## src/rtl/btn_ctrl_pkg.sv

```systemverilog
// -----------------------------------------------------------------------------
// btn_ctrl_pkg
//   Shared definitions for the push-button controller: the word addresses of
//   its registers, the decoded register-select enumeration and the address
//   decoder used by the read mux and the write path.
//   The REG_* constants are the values firmware headers mirror, so they stay
//   plain integers rather than enum members.
// -----------------------------------------------------------------------------
package btn_ctrl_pkg;

    // Register word addresses.
    localparam int unsigned REG_STATUS  = 32'd0;
    localparam int unsigned REG_PENDING = 32'd1;
    localparam int unsigned REG_IRQ_EN  = 32'd2;
    localparam int unsigned REG_PEEK    = 32'd3;

    // One-of selection of the addressed register; SEL_NONE covers every
    // address outside the map (reads return zero, writes are dropped).
    typedef enum logic [2:0] {
        SEL_NONE    = 3'd0,
        SEL_STATUS  = 3'd1,
        SEL_PENDING = 3'd2,
        SEL_IRQ_EN  = 3'd3,
        SEL_PEEK    = 3'd4
    } reg_sel_e;

    // Map a zero-extended word address onto a register select.
    function automatic reg_sel_e decode_reg(input logic [31:0] addr);
        reg_sel_e sel;
        case (addr)
            REG_STATUS:  sel = SEL_STATUS;
            REG_PENDING: sel = SEL_PENDING;
            REG_IRQ_EN:  sel = SEL_IRQ_EN;
            REG_PEEK:    sel = SEL_PEEK;
            default:     sel = SEL_NONE;
        endcase
        return sel;
    endfunction

endpackage

```

## src/rtl/btn_ctrl_if.sv

```systemverilog
// -----------------------------------------------------------------------------
// btn_ctrl_if
//   Peripheral-bus bundle between the CPU bus fabric and btn_ctrl.
//   Signals:
//     read_enable   one-cycle read strobe
//     write_enable  one-cycle write strobe
//     address       word address (ADDR_WIDTH bits, at most 32)
//     data_in       write data
//     data_out      read data, combinational, zero when not reading
//   Modports:
//     master  bus side (drives strobes, address, write data)
//     slave   peripheral side (returns read data)
// -----------------------------------------------------------------------------
interface btn_ctrl_if #(
    parameter int ADDR_WIDTH = 8
) ();

    logic                  read_enable;
    logic                  write_enable;
    logic [ADDR_WIDTH-1:0] address;
    logic [31:0]           data_in;
    logic [31:0]           data_out;

    modport master (
        output read_enable,
        output write_enable,
        output address,
        output data_in,
        input  data_out
    );

    modport slave (
        input  read_enable,
        input  write_enable,
        input  address,
        input  data_in,
        output data_out
    );

endinterface

```

## src/rtl/btn_debounce.sv

```systemverilog
// -----------------------------------------------------------------------------
// btn_debounce
//   One button channel: two-flop synchroniser, counter debouncer, accepted
//   (stable) level and a press pulse.
//   Ports:
//     clk     system clock
//     rst_n   asynchronous active-low reset
//     level   raw pad level already normalised to pressed=1 (asynchronous)
//     stable  debounced level, pressed=1
//     rise    high during the cycle whose closing edge moves stable 0->1, so
//             the parent can latch the event on the very same edge
//   A synchronised level must differ from stable on DEBOUNCE_CYCLES
//   consecutive edges before it is accepted; any return to the stable level
//   restarts the count. Pad-to-stable latency is DEBOUNCE_CYCLES+2 edges.
// -----------------------------------------------------------------------------
module btn_debounce #(
    parameter int DEBOUNCE_CYCLES = 16
) (
    input  logic clk,
    input  logic rst_n,
    input  logic level,
    output logic stable,
    output logic rise
);

    // Counter only has to reach DEBOUNCE_CYCLES-1 and is cleared there,
    // so it never wraps.
    localparam int CNT_W = (DEBOUNCE_CYCLES > 2) ? $clog2(DEBOUNCE_CYCLES) : 1;
    localparam logic [CNT_W-1:0] CNT_TERM = CNT_W'(DEBOUNCE_CYCLES - 1);

    logic             sync1_r;
    logic             sync2_r;
    logic             stable_r;
    logic [CNT_W-1:0] cnt_r;

    logic             stable_nxt_s;
    logic [CNT_W-1:0] cnt_nxt_s;
    logic             rise_s;

    // Two-flop synchroniser for the asynchronous pad level.
    always_ff @(posedge clk or negedge rst_n) begin
        if (!rst_n) begin
            sync1_r <= 1'b0;
            sync2_r <= 1'b0;
        end else begin
            sync1_r <= level;
            sync2_r <= sync1_r;
        end
    end

    // Debounce decision: count disagreeing edges, accept at terminal count.
    always_comb begin
        stable_nxt_s = stable_r;
        cnt_nxt_s    = cnt_r;
        rise_s       = 1'b0;
        if (sync2_r == stable_r) begin
            cnt_nxt_s = '0;
        end else if (cnt_r == CNT_TERM) begin
            stable_nxt_s = sync2_r;
            cnt_nxt_s    = '0;
            // Only an accepted press counts as an event; releases do not.
            rise_s       = sync2_r;
        end else begin
            cnt_nxt_s = cnt_r + CNT_W'(1);
        end
    end

    // Debounce state: accepted level and disagreement counter.
    always_ff @(posedge clk or negedge rst_n) begin
        if (!rst_n) begin
            stable_r <= 1'b0;
            cnt_r    <= '0;
        end else begin
            stable_r <= stable_nxt_s;
            cnt_r    <= cnt_nxt_s;
        end
    end

    assign stable = stable_r;
    assign rise   = rise_s;

endmodule

```

## src/rtl/btn_ctrl.sv

```systemverilog
// -----------------------------------------------------------------------------
// btn_ctrl
//   Memory-mapped push-button controller for NUM_BTNS debounced channels with
//   sticky press-pending bits, clear-on-read and a maskable level interrupt.
//   Ports:
//     clk    system clock
//     rst_n  asynchronous active-low reset
//     btn    raw asynchronous button pads (polarity set by ACTIVE_LOW)
//     bus    btn_ctrl_if.slave peripheral bus (strobes, address, data)
//     irq    high while any enabled pending bit is set
//   Register map (word addresses, everything else reads 0 / ignores writes):
//     0 STATUS        RO  debounced levels
//     1 PENDING       RO  pending presses, cleared by the read
//     2 IRQ_EN        RW  interrupt enables
//     3 PENDING_PEEK  RO  pending presses, no side effect
//   ADDR_WIDTH must be 1..32 and match the connected interface.
// -----------------------------------------------------------------------------
module btn_ctrl
    import btn_ctrl_pkg::*;
#(
    parameter int ADDR_WIDTH      = 8,
    parameter int NUM_BTNS        = 2,
    parameter int DEBOUNCE_CYCLES = 16,
    parameter int ACTIVE_LOW      = 1
) (
    input  logic                clk,
    input  logic                rst_n,
    input  logic [NUM_BTNS-1:0] btn,
    btn_ctrl_if.slave           bus,
    output logic                irq
);

    logic [NUM_BTNS-1:0]   pressed_s;
    logic [NUM_BTNS-1:0]   stable_s;
    logic [NUM_BTNS-1:0]   rise_s;

    logic [NUM_BTNS-1:0]   pending_r;
    logic [NUM_BTNS-1:0]   irq_en_r;
    logic [NUM_BTNS-1:0]   pending_nxt_s;
    logic [NUM_BTNS-1:0]   clear_mask_s;

    logic [ADDR_WIDTH-1:0] addr_s;
    reg_sel_e              reg_sel_s;
    logic                  pend_read_s;
    logic                  irq_en_wr_s;
    logic [31:0]           rdata_s;
    logic                  unused_wdata_s;

    // Everything downstream works in pressed=1 polarity.
    assign pressed_s = (ACTIVE_LOW != 0) ? ~btn : btn;

    for (genvar i = 0; i < NUM_BTNS; i++) begin : g_chan
        btn_debounce #(
            .DEBOUNCE_CYCLES (DEBOUNCE_CYCLES)
        ) u_debounce (
            .clk    (clk),
            .rst_n  (rst_n),
            .level  (pressed_s[i]),
            .stable (stable_s[i]),
            .rise   (rise_s[i])
        );
    end

    assign addr_s    = bus.address;
    assign reg_sel_s = decode_reg(32'(addr_s));

    // Only the low NUM_BTNS bits of write data carry register content.
    assign unused_wdata_s = ^(bus.data_in >> NUM_BTNS);

    // Bus access qualifiers for the side-effecting register accesses.
    always_comb begin
        pend_read_s = 1'b0;
        irq_en_wr_s = 1'b0;
        if (bus.read_enable && (reg_sel_s == SEL_PENDING)) begin
            pend_read_s = 1'b1;
        end else begin
            pend_read_s = 1'b0;
        end
        if (bus.write_enable && (reg_sel_s == SEL_IRQ_EN)) begin
            irq_en_wr_s = 1'b1;
        end else begin
            irq_en_wr_s = 1'b0;
        end
    end

    // Pending update: the clearing read removes exactly what it returned,
    // while presses landing on the same edge are still recorded.
    always_comb begin
        clear_mask_s = '0;
        if (pend_read_s) begin
            clear_mask_s = pending_r;
        end else begin
            clear_mask_s = '0;
        end
        pending_nxt_s = (pending_r & ~clear_mask_s) | rise_s;
    end

    // Pending and interrupt-enable registers.
    always_ff @(posedge clk or negedge rst_n) begin
        if (!rst_n) begin
            pending_r <= '0;
            irq_en_r  <= '0;
        end else begin
            pending_r <= pending_nxt_s;
            if (irq_en_wr_s) begin
                irq_en_r <= bus.data_in[NUM_BTNS-1:0];
            end
        end
    end

    // Read mux; the bus expects data in the same cycle as the strobe.
    always_comb begin
        rdata_s = 32'd0;
        if (bus.read_enable) begin
            case (reg_sel_s)
                SEL_STATUS:  rdata_s = 32'(stable_s);
                SEL_PENDING: rdata_s = 32'(pending_r);
                SEL_IRQ_EN:  rdata_s = 32'(irq_en_r);
                SEL_PEEK:    rdata_s = 32'(pending_r);
                default:     rdata_s = 32'd0;
            endcase
        end else begin
            rdata_s = 32'd0;
        end
    end

    assign bus.data_out = rdata_s;
    assign irq          = |(pending_r & irq_en_r);

endmodule

```

## src/flat_wrapper.sv

```systemverilog
// flat-port wrapper written by rule: the top's interface ports become plain ports
module btn_ctrl_flat import btn_ctrl_pkg::*;
#(
    parameter int ADDR_WIDTH      = 8,
    parameter int NUM_BTNS        = 2,
    parameter int DEBOUNCE_CYCLES = 16,
    parameter int ACTIVE_LOW      = 1
)
  (clk, rst_n, btn, irq, bus_read_enable, bus_write_enable, bus_address, bus_data_in, bus_data_out);
  btn_ctrl_if #(.ADDR_WIDTH(ADDR_WIDTH)) bus_i ();
  input  logic clk;
  input  logic rst_n;
  input  logic [NUM_BTNS-1:0] btn;
  output logic irq;
  input wire logic [$bits(bus_i.read_enable)-1:0] bus_read_enable;
  input wire logic [$bits(bus_i.write_enable)-1:0] bus_write_enable;
  input wire logic [$bits(bus_i.address)-1:0] bus_address;
  input wire logic [$bits(bus_i.data_in)-1:0] bus_data_in;
  output wire logic [$bits(bus_i.data_out)-1:0] bus_data_out;
  assign bus_i.read_enable = bus_read_enable;
  assign bus_i.write_enable = bus_write_enable;
  assign bus_i.address = bus_address;
  assign bus_i.data_in = bus_data_in;
  assign bus_data_out = bus_i.data_out;
  btn_ctrl #(.ADDR_WIDTH(ADDR_WIDTH), .NUM_BTNS(NUM_BTNS), .DEBOUNCE_CYCLES(DEBOUNCE_CYCLES), .ACTIVE_LOW(ACTIVE_LOW)) u_core (.clk(clk), .rst_n(rst_n), .btn(btn), .bus(bus_i), .irq(irq));
endmodule
```

## config.mk

```make
export PLATFORM = sky130hd
export DESIGN_NAME = btn_ctrl_flat
export DESIGN_NICKNAME = d
export VERILOG_FILES = /design/src/rtl/btn_ctrl_pkg.sv /design/src/rtl/btn_ctrl_if.sv /design/src/rtl/btn_debounce.sv /design/src/rtl/btn_ctrl.sv /design/src/flat_wrapper.sv
export SDC_FILE = /design/constraint.sdc
export NUM_CORES = 1
export LEC_CHECK = 0
export BUFFER_PORTS_ARGS = -buffer_cell sky130_fd_sc_hd__buf_2
export CELL_PAD_IN_SITES_DETAIL_PLACEMENT = 0
export CELL_PAD_IN_SITES_GLOBAL_PLACEMENT = 1
export CORE_UTILIZATION = 28
export CTS_BUF_LIST = sky130_fd_sc_hd__clkbuf_8 sky130_fd_sc_hd__clkbuf_16
export CTS_CLUSTER_DIAMETER = 50
export DETAILED_ROUTE_END_ITERATION = 10
export HOLD_SLACK_MARGIN = 0.12
export PLACE_DENSITY = 0.86
export SLEW_MARGIN = 20
export SYNTH_ARGS = -nofsm -noshare
export SYNTH_HDL_FRONTEND = slang
export SYNTH_HIERARCHICAL = 1
export SYNTH_SLANG_ARGS = --single-unit
```

## constraint.sdc

```tcl
create_clock -name clk -period 1.45 [get_ports clk]
set_input_delay 0.29 -clock clk [delete_from_list [all_inputs] [get_ports clk]]
set_output_delay 0.29 -clock clk [all_outputs]
set_load 0.02 [all_outputs]
```

After elaboration in Yosys (flattened, before gate mapping):

Cells that the tools add are included.

* add/subtract/negate cells: 2
* eq/ne operators: 11
* muxes and demuxes: 14
* bitwise operators: 7
* reduce and logical (&&, ||, !) cells: 7

Operators with widths (number)
* equality test 8 x 2 -> 1 bit, second input constant: 2
* 2-to-1 mux 4 bit: 4
* case mux 3 bit (4 select lines): 1
* adder 4 x 1 -> 4 bit, second input constant: 2
* equality test 4 bit, second input constant: 2
* equality test 8 x 1 -> 1 bit, second input constant: 1
* zero test 8 bit: 1
* equality test 3 x 2 -> 1 bit, second input constant: 2
* 2-to-1 mux 1 bit: 6
* case mux 2 bit (3 select lines): 1
* bitwise AND 2 bit: 2
* 2-to-1 mux 2 bit: 2
* NOT 2 bit: 2
* AND reduction 2 bit: 2
* OR reduction 2 bit: 2
* equality test 3 x 1 -> 1 bit, second input constant: 1
* equality test 3 bit, second input constant: 1
* equality test 1 bit: 2
* logical AND 1 bit: 2
* NOT 1 bit: 2
* bitwise OR 2 bit: 1

* flip-flop bits (word level): 18
* input bits: 46
* output and inout port bits: 33
* logic and storage cells: 51

Logic depth before layout (Yosys ltp):

* word-level depth: 9
* mapped depth: 4
* gate-level depth less buffers: 4

Modules after synthesis:

Netlist, hierarchy kept.

Modules (own cells, without submodules)
* btn_debounce: instances 2, cells an instance 21, area an instance 287.8 um^2, seq. area each 175.2 um^2
* btn_ctrl: instances 1, cells an instance 55, area an instance 503.0 um^2, seq. area each 100.1 um^2

Worst setup path before layout:

No wires, ideal clock.

* kind: input port to output port
* start point: in bus_address[5]
* end point: out bus_data_out[0]
* arrival time: 1.013 ns
* required time: 1.160 ns
* setup slack: 0.147 ns
* stages: 3
* path buffers: 0
* cell sequence: nor4_4 > nand3_1 > nor2_1

* longest elaborated chain between the ends: 6
* elaborated cells on any way between the ends: 12
* classes of those cells: eq/ne: 7; mux: 3; reduce/logical: 2

Ends and longest elaborated chain
* start, declared: line flat_wrapper.sv:17 `input wire logic [$bits(bus_i.address)-1:0] bus_address;`
* equality test 8 x 2 -> 1 bit, or another cell as far along: line btn_ctrl_pkg.sv:30 `case (addr)`
* case mux 3 bit (4 select lines) *: line btn_ctrl_pkg.sv:30
* equality test 3 bit / equality test 3 x 2 -> 1 bit (equally long branches): line btn_ctrl.sv:115 `case (reg_sel_s)`
* OR reduction 2 bit (no source line)
* case mux 2 bit (3 select lines) *: line btn_ctrl.sv:115
* 2-to-1 mux 2 bit *: line btn_ctrl.sv:114 `if (bus.read_enable) begin`
* end, declared: line flat_wrapper.sv:19 `output wire logic [$bits(bus_i.data_out)-1:0] bus_data_out;`

Mark *: on every way between the ends. The rest lies on a longest branch, timed or not.

Final worst setup path:

* start point: reg u_core.irq_en_r[0]
* end point: out bus_data_out[0]

* longest elaborated chain between the ends: 2

Ends and longest elaborated chain
* start, declared: line btn_ctrl.sv:38 `logic [NUM_BTNS-1:0] irq_en_r;`
* start signal, assigned: line btn_ctrl.sv:106 `irq_en_r <= bus.data_in[NUM_BTNS-1:0];`
* case mux 2 bit (3 select lines): line btn_ctrl.sv:115
* 2-to-1 mux 2 bit: line btn_ctrl.sv:114

Every way passes these cells.

==> results.md <==
* Num ports at 79
* Clock root cell: sky130_fd_sc_hd__clkbuf_8
* Top cell type's share of synthesized area at 0.418
* Total die area at 4100 um2
* Part of the power in the clock network at 0.362
* Delay contributed by the slowest stage of the critical path at 0.39 ns
* Pleak at 0.637 nW
* Share of the clock period used by the worst path at 1.07
* Area Growth Syn to Fin at 14.5%
* Sequential element share of the synthesized area at 0.418
* Number of max-slew violations in the final report at 0
* Failing checks: negative setup slack
* Number of design-rule violations left by the first detailed-router iteration at 4
* Net switching fraction of the power at 0.260
* GR peak layer: met2
* VDD IR max at 0.000335 V
* Nature of the critical path startpoint: register
* Cells after Synth at 97
* Initial antenna violation count at 0
* Post-Layout Inst Area at 1230 um2
* Path type of the worst min-delay path: input pin to register
* Setup violation total in the final timing report at 2
* Insertion delay of the later-clocked pin in the worst-skew pair at 0.25 ns
* Crit end category: output pin
* Row count at 22
* Internal Pwr Total at 0.815 mW
* Achievable frequency at 647 MHz
* Worst setup path category: register to output pin
* Buffer and inverter count on the worst path at 1
* Final RePlAce weighted congestion at 0.693
* Final #Nets at 174
* Wire length of the first global-routing pass at 2.59 mm
* Area leader, netlist: sky130_fd_sc_hd__dfrtp_1
* Share of total power in combinational logic at 0.145
* Number of clock sinks seen by CTS at 18
* Largest net degree at the start of global routing at 19
* CTS tree: done
* Yosys warns at 6
* Pwr/cell area at 892 nW/um2
* CTS max path bufs at 2
* Placed instance area at 1110 um2
* Final worst clock skew at 0.00241 ns
* Worst slack, placed at -0.000586 ns
* Number of H-tree levels at 1
* Run status: finished, violations left
* Count of buffers inserted at the top-level ports at 18
* Total routing resource utilization after global routing at 0.0860
* DRC Markers at 0
* Post-layout utilization of the core at 0.335
* Number of global-route vias before repair at 609
* Max_cap viols at 0
* Number of flops mapped to enable cells by yosys at 0
* Highest fanout seen on the critical path at 2
* Net switching power at 0.287 mW
* Slowest cell on crit path: sky130_fd_sc_hd__dfrtp_1
* Clock buffers created by TritonCTS at 3
* Dominant cells by area after synthesis: sky130_fd_sc_hd__dfrtp_1 42%, sky130_fd_sc_hd__buf_4 21%, sky130_fd_sc_hd__mux2_4 5.6%
* Library cell with the highest instance count after synthesis: sky130_fd_sc_hd__buf_4
* WL final at 1.55 mm
* Met1 track utilization from global routing at 0.0930
* Average via count per standard cell at 3.83
* Clock transition at the registers of the reported paths at 0.06 ns
* Sequential Power Share at 0.493
* Top cells by count, synth: 30 x sky130_fd_sc_hd__buf_4, 18 x sky130_fd_sc_hd__dfrtp_1, 5 x sky130_fd_sc_hd__nor2_1
* Met2 capacity usage during global routing at 0.142
* Power after layout at 1.10 mW
* First drt pass iteration count at 2
* Die Width at 64.1 um
* Number of storage elements in the synthesis netlist at 18
* Post-route minimum period at 1.55 ns
* Post-Syn Area at 1080 um2
* Per-instance average area after synthesis at 11.1 um2
* ANT cells at 0
* Cell variety after synth at 24
* Filler cells at 397
* Placeable core region at 3690 um2
* Final hold violations at 0
* Async set-or-reset flop fraction in the synthesized netlist at 1.00
* Top flip-flop cell by instance count after synthesis: sky130_fd_sc_hd__dfrtp_1
* GR met3 Demand/Resource at 0.0161
* Worst-path cell chain: mux2_4 -> mux2i_1 -> nor2_1 -> buf_4
* Count of nets left with antenna violations after detail routing at 0
* Via total after detailed routing at 663
* Setup repair after global routing missed its margin: yes
* Placed wire-length estimate at 1.18 mm
* Final critical-path setup slack at -0.0962 ns
* Critical path required time at 1.16 ns
* Arrival time of data at the critical path endpoint at 1.26 ns
* Dominant delay contributor by cell family on the critical path: multiplexers
* Average wire per cell in the routed design at 8.96 um
* Die height at 64.1 um
* Share of final-layout standard cells stronger than drive strength 1 at 0.320
* Residual overflow from global routing at 0
* Starting Density at 0.292
through the flow:
step	setup TNS (ns)	cells	hold slack [ns]
final	-0.181	173	0.168
after global routing	-0.375	173	0.163
after CTS	-0.202	171	0.157
after detailed placement	-0.000586	162	0.234
after global placement	0	162	0.227
after floorplan	0	126	-0.00559
cell usage in the layout (no fill, tap or decap), types with 2 or more instances in the layout:
cell                       count
sky130_fd_sc_hd__buf_2        16
sky130_fd_sc_hd__nor3b_1       2
sky130_fd_sc_hd__buf_4         7
sky130_fd_sc_hd__nor2b_1       3
sky130_fd_sc_hd__clkbuf_8      4
sky130_fd_sc_hd__o21ai_0       2
sky130_fd_sc_hd__nor2_1        5
sky130_fd_sc_hd__conb_1       30
sky130_fd_sc_hd__nor3b_2       2
sky130_fd_sc_hd__nand3_2       2
sky130_fd_sc_hd__a21o_1        2
sky130_fd_sc_hd__ha_1          2
sky130_fd_sc_hd__xnor2_1       4
sky130_fd_sc_hd__mux2_4        5
sky130_fd_sc_hd__mux2i_1       2
sky130_fd_sc_hd__dfrtp_1      18
sky130_fd_sc_hd__inv_1         4
sky130_fd_sc_hd__nand4b_1      2
sky130_fd_sc_hd__a21oi_1       4
cell families (layout without fill, tap and decap cells):
| group | Yosys count | after routing | synth area share |
|---|---|---|---|
| compound gates | 9 | 9 | 0.0499 |
| xor+xnor | 4 | 4 | 0.0325 |
| fa+ha+maj | 2 | 2 | 0.0232 |
| buf+inv | 34 | 33 | 0.223 |
| flops | 18 | 18 | 0.418 |
| mux | 8 | 8 | 0.0951 |
| other cells | 1 | 30 | 0.00348 |
| simple gates | 21 | 21 | 0.155 |
final timing paths:
kind | from | end | slack (ns) | cells after the start
max | u_core/irq_en_r[0] | bus_data_out[0] | -0.1 | 4
min | btn[0] | u_core/g_chan[0].u_debounce/sync1_r | 0.17 | 2
max reg2reg | u_core/g_chan[1].u_debounce/stable | u_core/g_chan[1].u_debounce/cnt_r[2] | 0.22 | 4
min reg2reg | u_core/g_chan[1].u_debounce/sync1_r | u_core/g_chan[1].u_debounce/sync2_r | 0.35 | 0
max in group asynchronous | rst_n | u_core/g_chan[0].u_debounce/cnt_r[2] | 0.68 | 2
min in group asynchronous | rst_n | u_core/irq_en_r[1] | 0.49 | 2
flip-flops by register name, indices dropped and copies added (netlist names):
name,flops
u_core/g_chan.u_debounce/cnt_r,8
u_core/g_chan.u_debounce/stable,2
u_core/g_chan.u_debounce/sync1_r,2
u_core/g_chan.u_debounce/sync2_r,2
u_core/irq_en_r,2
u_core/pending_r,2
worst reg2reg max path, delay by kind of cell, from the launching register on:
family | cells | cell delay (ns)
flip-flops | 1 | 0.38
XOR/XNOR | 1 | 0.35
buffers and inverters | 2 | 0.26
AND/OR/NAND/NOR | 1 | 0.11
power groups by stage:
stage / clock, mW / combinational (mW) / sequential [mW]
5_1_grt: 0.448 / 0.178 / 0.546
6_report: 0.399 / 0.160 / 0.544
3_5_place_dp: 0 / 0.152 / 0.554
4_1_cts: 0.421 / 0.160 / 0.543
3_3_place_gp: 0 / 0.151 / 0.552
2_1_floorplan: 0 / 0.173 / 0.549
layer usage:
layer  vias to the layer above  routed length [um]
met1                       302                 683
met4                         0                  53
li1                        319                   -
met3                         5                 104
met5                         -                   0
met2                        37                 709
what timing repair did:
action	in CTS	in global routing
setup endpoints to repair	2	3
hold endpoints to repair	18	0
setup buffers	4	2
pin swaps	0	2
hold buffers	1	0
gates resized for setup	0	4
layout make-up:
| type | instances | area (um2) | area share |
|---|---|---|---|
| clock buffers | 4 | 55.1 | 0.0446 |
| inverters | 4 | 15.0 | 0.0122 |
| multi-input cells | 74 | 500 | 0.405 |
| flip-flops and latches | 18 | 450 | 0.365 |
| well taps | 48 | 60.1 | 0.0486 |
| repair buffers | 25 | 154 | 0.125 |
(Power assumes the default switching activity.)
